===== config.mk =====
export PLATFORM = sky130hd
export DESIGN_NAME = result_stats
export DESIGN_NICKNAME = d
export VERILOG_FILES = /design/src/rtl/result_stats.sv
export SDC_FILE = /design/constraint.sdc
export NUM_CORES = 1
export LEC_CHECK = 0
export CELL_PAD_IN_SITES_DETAIL_PLACEMENT = 0
export CELL_PAD_IN_SITES_GLOBAL_PLACEMENT = 2
export CORE_MARGIN = 3
export CORE_UTILIZATION = 37
export DETAILED_ROUTE_END_ITERATION = 10
export PLACE_DENSITY = 0.88
export SLEW_MARGIN = 40
export SYNTH_ARGS = -nofsm -noshare
export SYNTH_HDL_FRONTEND = slang
export SYNTH_SLANG_ARGS = --single-unit

===== constraint.sdc =====
create_clock -name clk -period 3.2 [get_ports clk]
set_clock_uncertainty 0.2 [all_clocks]
set_input_delay 0.64 -clock clk [delete_from_list [all_inputs] [get_ports clk]]
set_output_delay 0.64 -clock clk [all_outputs]
set_load 0.03 [all_outputs]

===== src/rtl/result_stats.sv =====
// Captures a burst of signed results and emits a 4-beat summary afterwards:
// min, max, saturated sum and sample count, plus an overflow flag for long bursts.
module result_stats #(
  parameter int DATA_W  = 7,
  parameter int SUM_W   = 10,
  parameter int MAX_LEN = 16,
  parameter int CNT_W   = 5
) (
  input  logic              clk,
  input  logic              rst_n,
  input  logic              in_valid,
  input  logic [DATA_W-1:0] in_result,
  output logic              busy,
  output logic              out_valid,
  output logic [1:0]        out_sel,
  output logic [SUM_W-1:0]  out_data,
  output logic              out_ovf
);

  typedef enum logic [2:0] {IDLE, ACC, S_MIN, S_MAX, S_SUM, S_CNT} state_t;

  localparam logic signed [SUM_W:0] SUM_MAX = {2'b00, {(SUM_W-1){1'b1}}};
  localparam logic signed [SUM_W:0] SUM_MIN = {2'b11, {(SUM_W-1){1'b0}}};

  state_t state_q, state_d;
  logic [DATA_W-1:0] min_q, min_d, max_q, max_d;
  logic [SUM_W-1:0]  sum_q, sum_d;
  logic [CNT_W-1:0]  cnt_q, cnt_d;
  logic              ovf_q, ovf_d;
  logic              busy_q, busy_d;
  logic              out_valid_q, out_valid_d;
  logic [1:0]        out_sel_q, out_sel_d;
  logic [SUM_W-1:0]  out_data_q, out_data_d;

  logic [SUM_W-1:0]         sample_ext;
  logic signed [SUM_W:0]    sum_wide;
  logic [SUM_W-1:0]         sum_sat;

  // One extra bit of headroom lets the clamp see the true overflowed sum.
  always_comb begin
    sample_ext = {{(SUM_W-DATA_W){in_result[DATA_W-1]}}, in_result};
    sum_wide   = {sum_q[SUM_W-1], sum_q} + {sample_ext[SUM_W-1], sample_ext};
    if (sum_wide > SUM_MAX) begin
      sum_sat = SUM_MAX[SUM_W-1:0];
    end else if (sum_wide < SUM_MIN) begin
      sum_sat = SUM_MIN[SUM_W-1:0];
    end else begin
      sum_sat = sum_wide[SUM_W-1:0];
    end
  end

  always_comb begin
    state_d     = state_q;
    min_d       = min_q;
    max_d       = max_q;
    sum_d       = sum_q;
    cnt_d       = cnt_q;
    ovf_d       = ovf_q;
    busy_d      = busy_q;
    out_valid_d = out_valid_q;
    out_sel_d   = out_sel_q;
    out_data_d  = out_data_q;
    unique case (state_q)
      IDLE: begin
        if (in_valid) begin
          state_d = ACC;
          min_d   = in_result;
          max_d   = in_result;
          sum_d   = sample_ext;
          cnt_d   = CNT_W'(1);
          ovf_d   = 1'b0;
        end
      end
      ACC: begin
        if (in_valid) begin
          if (cnt_q < CNT_W'(MAX_LEN)) begin
            if ($signed(in_result) < $signed(min_q)) min_d = in_result;
            if ($signed(in_result) > $signed(max_q)) max_d = in_result;
            sum_d = sum_sat;
            cnt_d = cnt_q + CNT_W'(1);
          end else begin
            ovf_d = 1'b1;
          end
        end else begin
          state_d     = S_MIN;
          busy_d      = 1'b1;
          out_valid_d = 1'b1;
          out_sel_d   = 2'd0;
          out_data_d  = {{(SUM_W-DATA_W){min_q[DATA_W-1]}}, min_q};
        end
      end
      S_MIN: begin
        state_d    = S_MAX;
        out_sel_d  = 2'd1;
        out_data_d = {{(SUM_W-DATA_W){max_q[DATA_W-1]}}, max_q};
      end
      S_MAX: begin
        state_d    = S_SUM;
        out_sel_d  = 2'd2;
        out_data_d = sum_q;
      end
      S_SUM: begin
        state_d    = S_CNT;
        out_sel_d  = 2'd3;
        out_data_d = {{(SUM_W-CNT_W){1'b0}}, cnt_q};
      end
      S_CNT: begin
        state_d     = IDLE;
        busy_d      = 1'b0;
        out_valid_d = 1'b0;
        out_sel_d   = 2'd0;
        out_data_d  = '0;
        ovf_d       = 1'b0;
      end
      default: state_d = IDLE;
    endcase
  end

  always_ff @(posedge clk or negedge rst_n) begin
    if (!rst_n) begin
      state_q     <= IDLE;
      min_q       <= '0;
      max_q       <= '0;
      sum_q       <= '0;
      cnt_q       <= '0;
      ovf_q       <= 1'b0;
      busy_q      <= 1'b0;
      out_valid_q <= 1'b0;
      out_sel_q   <= 2'd0;
      out_data_q  <= '0;
    end else begin
      state_q     <= state_d;
      min_q       <= min_d;
      max_q       <= max_d;
      sum_q       <= sum_d;
      cnt_q       <= cnt_d;
      ovf_q       <= ovf_d;
      busy_q      <= busy_d;
      out_valid_q <= out_valid_d;
      out_sel_q   <= out_sel_d;
      out_data_q  <= out_data_d;
    end
  end

  assign busy      = busy_q;
  assign out_valid = out_valid_q;
  assign out_sel   = out_sel_q;
  assign out_data  = out_data_q;
  assign out_ovf   = ovf_q;

endmodule


# After elaboration in Yosys (flattened, before gate mapping)
# Cells that the tools add are included.
[word_totals]
input_bits = 10
latch_bits = 0
out_inout_bits = 15
mem_count = 0
register_bits = 46
mem_bits_rw = 0
mem_bits_ro = 0
[classes]
mux = 32
bitwise = 0
n_reduce_logical = 12
mul = 0
n_div = 0
n_shift = 0
order_cmp = 5
eq_ne = 12
addsub = 2
[op_table]
columns = ["cell", "n"]
rows = [
  ["two-way mux 10 bit", 6],
  ["one-hot mux 10 bit (5 select lines)", 1],
  ["two-way mux 7 bit", 7],
  ["one-hot mux 7 bit (2 select lines)", 2],
  ["one-hot mux 10 bit (2 select lines)", 1],
  ["two-way mux 5 bit", 3],
  ["one-hot mux 3 bit (5 select lines)", 1],
  ["inequality test 2 bit (second input constant)", 7],
  ["adder 10 x 7 -> 11 bit", 1],
  ["greater-than comparator 11 x 10 -> 1 bit (second input constant)", 1],
  ["less-than comparator 11 x 10 -> 1 bit (second input constant)", 1],
  ["one-hot mux 2 bit (5 select lines)", 1],
  ["one-hot mux 5 bit (2 select lines)", 1],
  ["AND reduction 5 bit", 2],
  ["AND reduction 4 bit", 2],
  ["greater-than comparator 7 bit", 1],
  ["less-than comparator 7 bit", 1],
  ["equality test 3 x 2 -> 1 bit (second input constant)", 2],
  ["equality test 3 bit (second input constant)", 2],
  ["two-way mux 3 bit", 2],
  ["AND reduction 2 bit", 3],
  ["adder 5 x 1 -> 5 bit (second input constant)", 1],
  ["less-than comparator 5 bit (second input constant)", 1],
  ["nonzero test 5 bit", 1],
  ["other kinds (8)", 12],
]

# Longest topological paths before layout
[depth]
depth_word = 7
ltp_mapped = 9
mapped_depth_nobuf = 9

# Least setup slack after synthesis
# No wires, ideal clock.
[synth_timing]
path_type = "in2reg"
from = "input in_result[3]"
to = "register sum_q[2]"
stages = 7
setup_ns = 0.126
slack_ns = 0.573
arrival_time_ns = 2.301
t_required_ns = 2.874
path_cell_list = "ha_1 > a21oi_1 > o221a_2 > o21ba_2 > nor4_1 > nand2_1 > a2bb2oi_1"
[synth_between]
elab_chain_len = 7
word_cells_on_any_way = 8
cone_classes = "add/sub (1); order compare (2); mux (5)"
[synth_rtl]
columns = ["element", "line", "text"]
rows = [
  ["start: declaration", "12", "input logic [DATA_W-1:0] in_result,"],
  ["adder 10 x 7 -> 11 bit (*)", "42", "sum_wide = {sum_q[SUM_W-1], sum_q} + {sample_ext[SUM_W-1], sample_ext};"],
  ["less-than comparator 11 x 10 -> 1 bit", "45", "end else if (sum_wide < SUM_MIN) begin"],
  ["two-way mux 10 bit", "45", ""],
  ["two-way mux 10 bit (*)", "43", "if (sum_wide > SUM_MAX) begin"],
  ["two-way mux 10 bit (*)", "76", "if (cnt_q < CNT_W'(MAX_LEN)) begin"],
  ["two-way mux 10 bit (*)", "75", "if (in_valid) begin"],
  ["one-hot mux 10 bit (2 select lines) (*)", "63", "unique case (state_q)"],
  ["end signal: assignment", "135", "sum_q <= sum_d;"],
  ["end: declaration", "27", "logic [SUM_W-1:0] sum_q, sum_d;"],
]
# Mark *: on every way between the ends. The rest lies on a longest branch, timed or not. The select of a mux whose other input is x is not followed.
# A chain may end at the register's enable or synchronous reset.

# Final worst setup path
[layout_timing]
from = "input in_result[0]"
to = "register sum_q[7]"
# The elaborated chain is that of the path after synthesis.

==> run_summary.xml <==
<?xml version="1.0" encoding="UTF-8"?>
<metrics>
  <group name="status">
    <metric name="run_status" unit="">finished, final reports clean</metric>
  </group>
  <group name="clock_network">
    <metric name="max-clock-path-buffers" unit="">2</metric>
    <metric name="cts.reportedPaths.clkPinSlew" unit="ps">90</metric>
    <metric name="cts_tree" unit="">done</metric>
    <metric name="post-cts-setup-buffers" unit="">0</metric>
    <metric name="clock_tree.root_cell" unit="">clkbuf_8</metric>
    <metric name="cts_htree_levels" unit="">2</metric>
    <metric name="clock_latency" unit="ps">300</metric>
    <metric name="cts_resized" unit="">0</metric>
    <metric name="tritoncts.num_buffers" unit="">5</metric>
    <metric name="cts_sinks" unit="">46</metric>
    <metric name="cts_hold_buffers" unit="">0</metric>
  </group>
  <group name="layout">
    <metric name="multi_input_comb_area" unit="µm²">1950</metric>
    <metric name="layout.cells.non_filler" unit="">520</metric>
    <metric name="final_cell_area" unit="µm²">3900</metric>
    <metric name="post_route_cells_drive_above_1_share" unit="%">12.8</metric>
    <metric name="num_antenna_cells" unit="">0</metric>
    <metric name="finalNetCount" unit="">450</metric>
    <metric name="regArea" unit="µm²">1150</metric>
    <metric name="area_delta_synth_final" unit="%">19.4</metric>
    <metric name="layout.cells.most_common_list" unit="">dfrtp_1 (46), nor2_1 (40), a21oi_1 (33)</metric>
    <metric name="final_common_cell" unit="">dfrtp_1</metric>
    <metric name="filler_cell_count_in_the_final_layout" unit="">821</metric>
  </group>
  <group name="routing">
    <metric name="drc_marker_count_from_the_first_detailed_route_iteration" unit="">167</metric>
    <metric name="route.vias.total" unit="">2966</metric>
    <metric name="drc_errors" unit="">0</metric>
    <metric name="routed_wl" unit="µm">8870</metric>
    <metric name="drt-wirelength-per-cell" unit="µm">17.1</metric>
    <metric name="drt-pass1-iter-count" unit="">4</metric>
    <metric name="vias_per_cell" unit="">5.70</metric>
    <metric name="ant_nets" unit="">0</metric>
  </group>
  <group name="timing">
    <metric name="fin_crit_sh" unit="%">90.8</metric>
    <metric name="slew_viol_final" unit="">0</metric>
    <metric name="period_minus_slack" unit="ps">2900</metric>
    <metric name="max_clock_freq" unit="MHz">344</metric>
    <metric name="setup_violations" unit="">0</metric>
    <metric name="final_layout_worst_hold_slack" unit="ps">26.1</metric>
    <metric name="grt_setup_unrepaired" unit="">no</metric>
    <metric name="worst_pin_slew" unit="ps">414</metric>
    <metric name="timing.max_slew.rel_slack" unit="%">71.7</metric>
    <metric name="hold_viol" unit="">0</metric>
    <metric name="finalSetupTns" unit="ps">0</metric>
  </group>
  <group name="pwr">
    <metric name="cellLeakagePower" unit="nW">1.69</metric>
    <metric name="p_per_area" unit="nW/µm²">1060</metric>
    <metric name="max-vdd-ir-drop" unit="µV">288</metric>
  </group>
  <group name="yosys">
    <metric name="synth-adder-area-share" unit="%">9.80</metric>
    <metric name="syn-instance-count" unit="">368</metric>
    <metric name="synth_area_per_cell" unit="µm²">8.88</metric>
    <metric name="synth_mux_area_share" unit="%">6.05</metric>
    <metric name="sequential_share_of_the_synthesized_area" unit="%">35.2</metric>
    <metric name="postSynthNetCount" unit="">403</metric>
    <metric name="post_synthesis_simple_gate_area_fraction" unit="%">16.5</metric>
    <metric name="synth_compound_area_share" unit="%">25.9</metric>
    <metric name="yosys_warnings" unit="">0</metric>
    <metric name="syn-cell-area" unit="µm²">3270</metric>
    <metric name="synth.distinct_cells" unit="">56</metric>
    <metric name="postSynth.asyncResetShare" unit="%">100</metric>
    <metric name="synth_top_family_by_area" unit="">compound AO/OA/AOI/OAI gates</metric>
    <metric name="postSynthRegisterBits" unit="">46</metric>
    <metric name="post_synth_edffs" unit="">0</metric>
    <metric name="synth_flop_cell" unit="">dfrtp_1</metric>
    <metric name="synth_xor_area_share" unit="%">1.34</metric>
  </group>
  <group name="worst_setup_path">
    <metric name="cp_slowest_stage_delay" unit="ps">500</metric>
    <metric name="path_delay_family" unit="">simple AND/OR/NAND/NOR gates</metric>
    <metric name="crit_slowest_cell" unit="">clkdlybuf4s50_1</metric>
    <metric name="critPathLaunchType" unit="">input pin</metric>
    <metric name="cp_cell_sequence" unit="">clkdlybuf4s50_1 &gt; ha_1 &gt; inv_1 &gt; fa_1 &gt; nor2b_1 &gt; o31ai_2 &gt; nor4b_1 &gt; nor4_1 &gt; buf_4 &gt; and2_1 &gt; a21oi_1</metric>
    <metric name="setup.worst_path.start" unit="">in_result[0]</metric>
    <metric name="regToRegEndpoint" unit="">sum_q[6]</metric>
    <metric name="worst-setup-path-type" unit="">input pin to flip-flop</metric>
    <metric name="critPathArrivalTime" unit="ps">2940</metric>
    <metric name="path_max_fanout" unit="">5</metric>
    <metric name="reg2reg_start" unit="">sum_q[0]</metric>
    <metric name="rr_worst_depth" unit="">11</metric>
    <metric name="timing.critical_path.required" unit="ps">3230</metric>
    <metric name="worst-r2r-setup-slack" unit="ps">690</metric>
    <metric name="worstSetupEndpointType" unit="">flip-flop</metric>
    <metric name="crit_buf_inv" unit="">3</metric>
  </group>
  <group name="global_routing">
    <metric name="grtUsageTotal" unit="%">18.5</metric>
    <metric name="first_global_vias" unit="">2927</metric>
    <metric name="largest_net_degree_at_the_start_of_global_routing" unit="">33</metric>
    <metric name="first_pass_grt_wire_length" unit="µm">15000</metric>
    <metric name="grt.overflow.total" unit="">0</metric>
    <metric name="grt_antenna_before_repair" unit="">0</metric>
  </group>
  <group name="place">
    <metric name="place_congestion" unit="">0.931</metric>
    <metric name="dp_hpwl" unit="µm">6700</metric>
    <metric name="io_buffers" unit="">24</metric>
    <metric name="post-place-cells" unit="">513</metric>
    <metric name="placed_cell_area" unit="µm²">3780</metric>
  </group>
  <group name="run">
    <metric name="max_cap_viols" unit="">0</metric>
  </group>
  <group name="floorplanning">
    <metric name="io_pins" unit="">25</metric>
    <metric name="fp.dieW" unit="µm">100</metric>
    <metric name="num_rows" unit="">33</metric>
    <metric name="core-area" unit="µm²">8380</metric>
    <metric name="initial_util" unit="%">39.0</metric>
    <metric name="die_y" unit="µm">100</metric>
    <metric name="fp.dieArea" unit="µm²">9990</metric>
  </group>
  <group name="hold_path">
    <metric name="min_path_type" unit="">input pin to asynchronous set/reset pin</metric>
  </group>
</metrics>
## synth_stat cells (2+ instances only)
master,instances,share of area [%]
mux2_2,6,2.1
and3_1,2,0.38
o211ai_1,9,2.1
nand3_1,12,1.8
mux2i_1,13,4.0
and2_1,2,0.38
xnor2_1,4,1.1
dfrtp_1,46,35
nand4_1,2,0.38
a21o_1,6,1.4
o31ai_1,4,0.92
inv_1,23,2.6
o21a_1,2,0.46
clkbuf_1,9,1.0
a21oi_1,33,5.1
nand2b_1,5,0.96
o41ai_1,2,0.54
a31oi_1,3,0.57
a21boi_0,2,0.46
o22ai_1,6,1.1
o21ai_0,18,2.8
buf_4,3,0.69
nor2_1,40,4.6
a22oi_1,14,3.2
and4_1,2,0.54
nor2b_1,10,1.9
nor4_1,2,0.38
a2bb2oi_1,3,0.80
ha_1,24,9.2
o2111ai_1,8,2.1
nand2_1,20,2.3
buf_6,2,0.69
nor3_1,8,1.2
## cells by family after synthesis
| family | Yosys count |
|---|---|
| adders and majority gates | 25 |
| buffers and inverters | 38 |
| DFF | 46 |
| AOI/OAI and AO/OA | 124 |
| and+or+nand+nor | 111 |
| muxes | 19 |
| xor gates and xnor gates | 5 |
## worst max path at each step
stage	slack [ps]	cells past startpoint	endpoint
finish	300	11	sum_q[7]
global route	60	11	sum_q[7]
CTS	230	11	sum_q[2]
detailed placement	-80	11	sum_q[2]
global placement	-50	12	sum_q[6]
floorplan	570	7	sum_q[2]
## registers in the layout (all words and copies together), names as in the netlist
register,flops
out_ovf,1
min_q,7
cnt_q,5
out_data,10
state_q,3
out_sel,2
out_valid,1
sum_q,10
max_q,7
## metal layers
metal | routed length (µm) | vias to the layer above | global-route usage (%)
li1 | - | 1459 | -
met1 | 4270 | 1451 | 25.6
met2 | 4190 | 49 | 30.3
met3 | 292 | 7 | 3.06
met4 | 113 | 0 | 4.62
met5 | 0 | - | 0
## where the power goes
part / total (mW) / switching, mW / internal (mW)
registers: 1.15 / 0.285 / 0.868
clock network: 0.460 / 0.210 / 0.250
logic: 2.51 / 1.41 / 1.10
## through the flow
step	power, mW	utilization, %	setup WS [ps]
finish	4.12	46.5	295
global route	4.49	46.5	60.3
CTS	4.13	46.5	230
detailed placement	3.67	45.1	-79.1
global placement	3.63	45.1	-46.9
floorplan	2.86	-	573
## layout make-up
type	count	area share, %
inverter	23	2.21
timing repair buffer	55	12.0
clock inverter	1	0.770
multi-input combinational	284	50.0
clock buffer	6	2.12
tap	105	3.37
sequential	46	29.5
## worst reg2reg max path, delay by kind of cell (launching register included)
family	cells	cell delay, ps
xor+xnor	1	100
flops	1	420
simple gates	2	150
compound gates	3	790
buf+inv	3	410
fa+ha+maj	2	390
(Power assumes the default switching activity.)
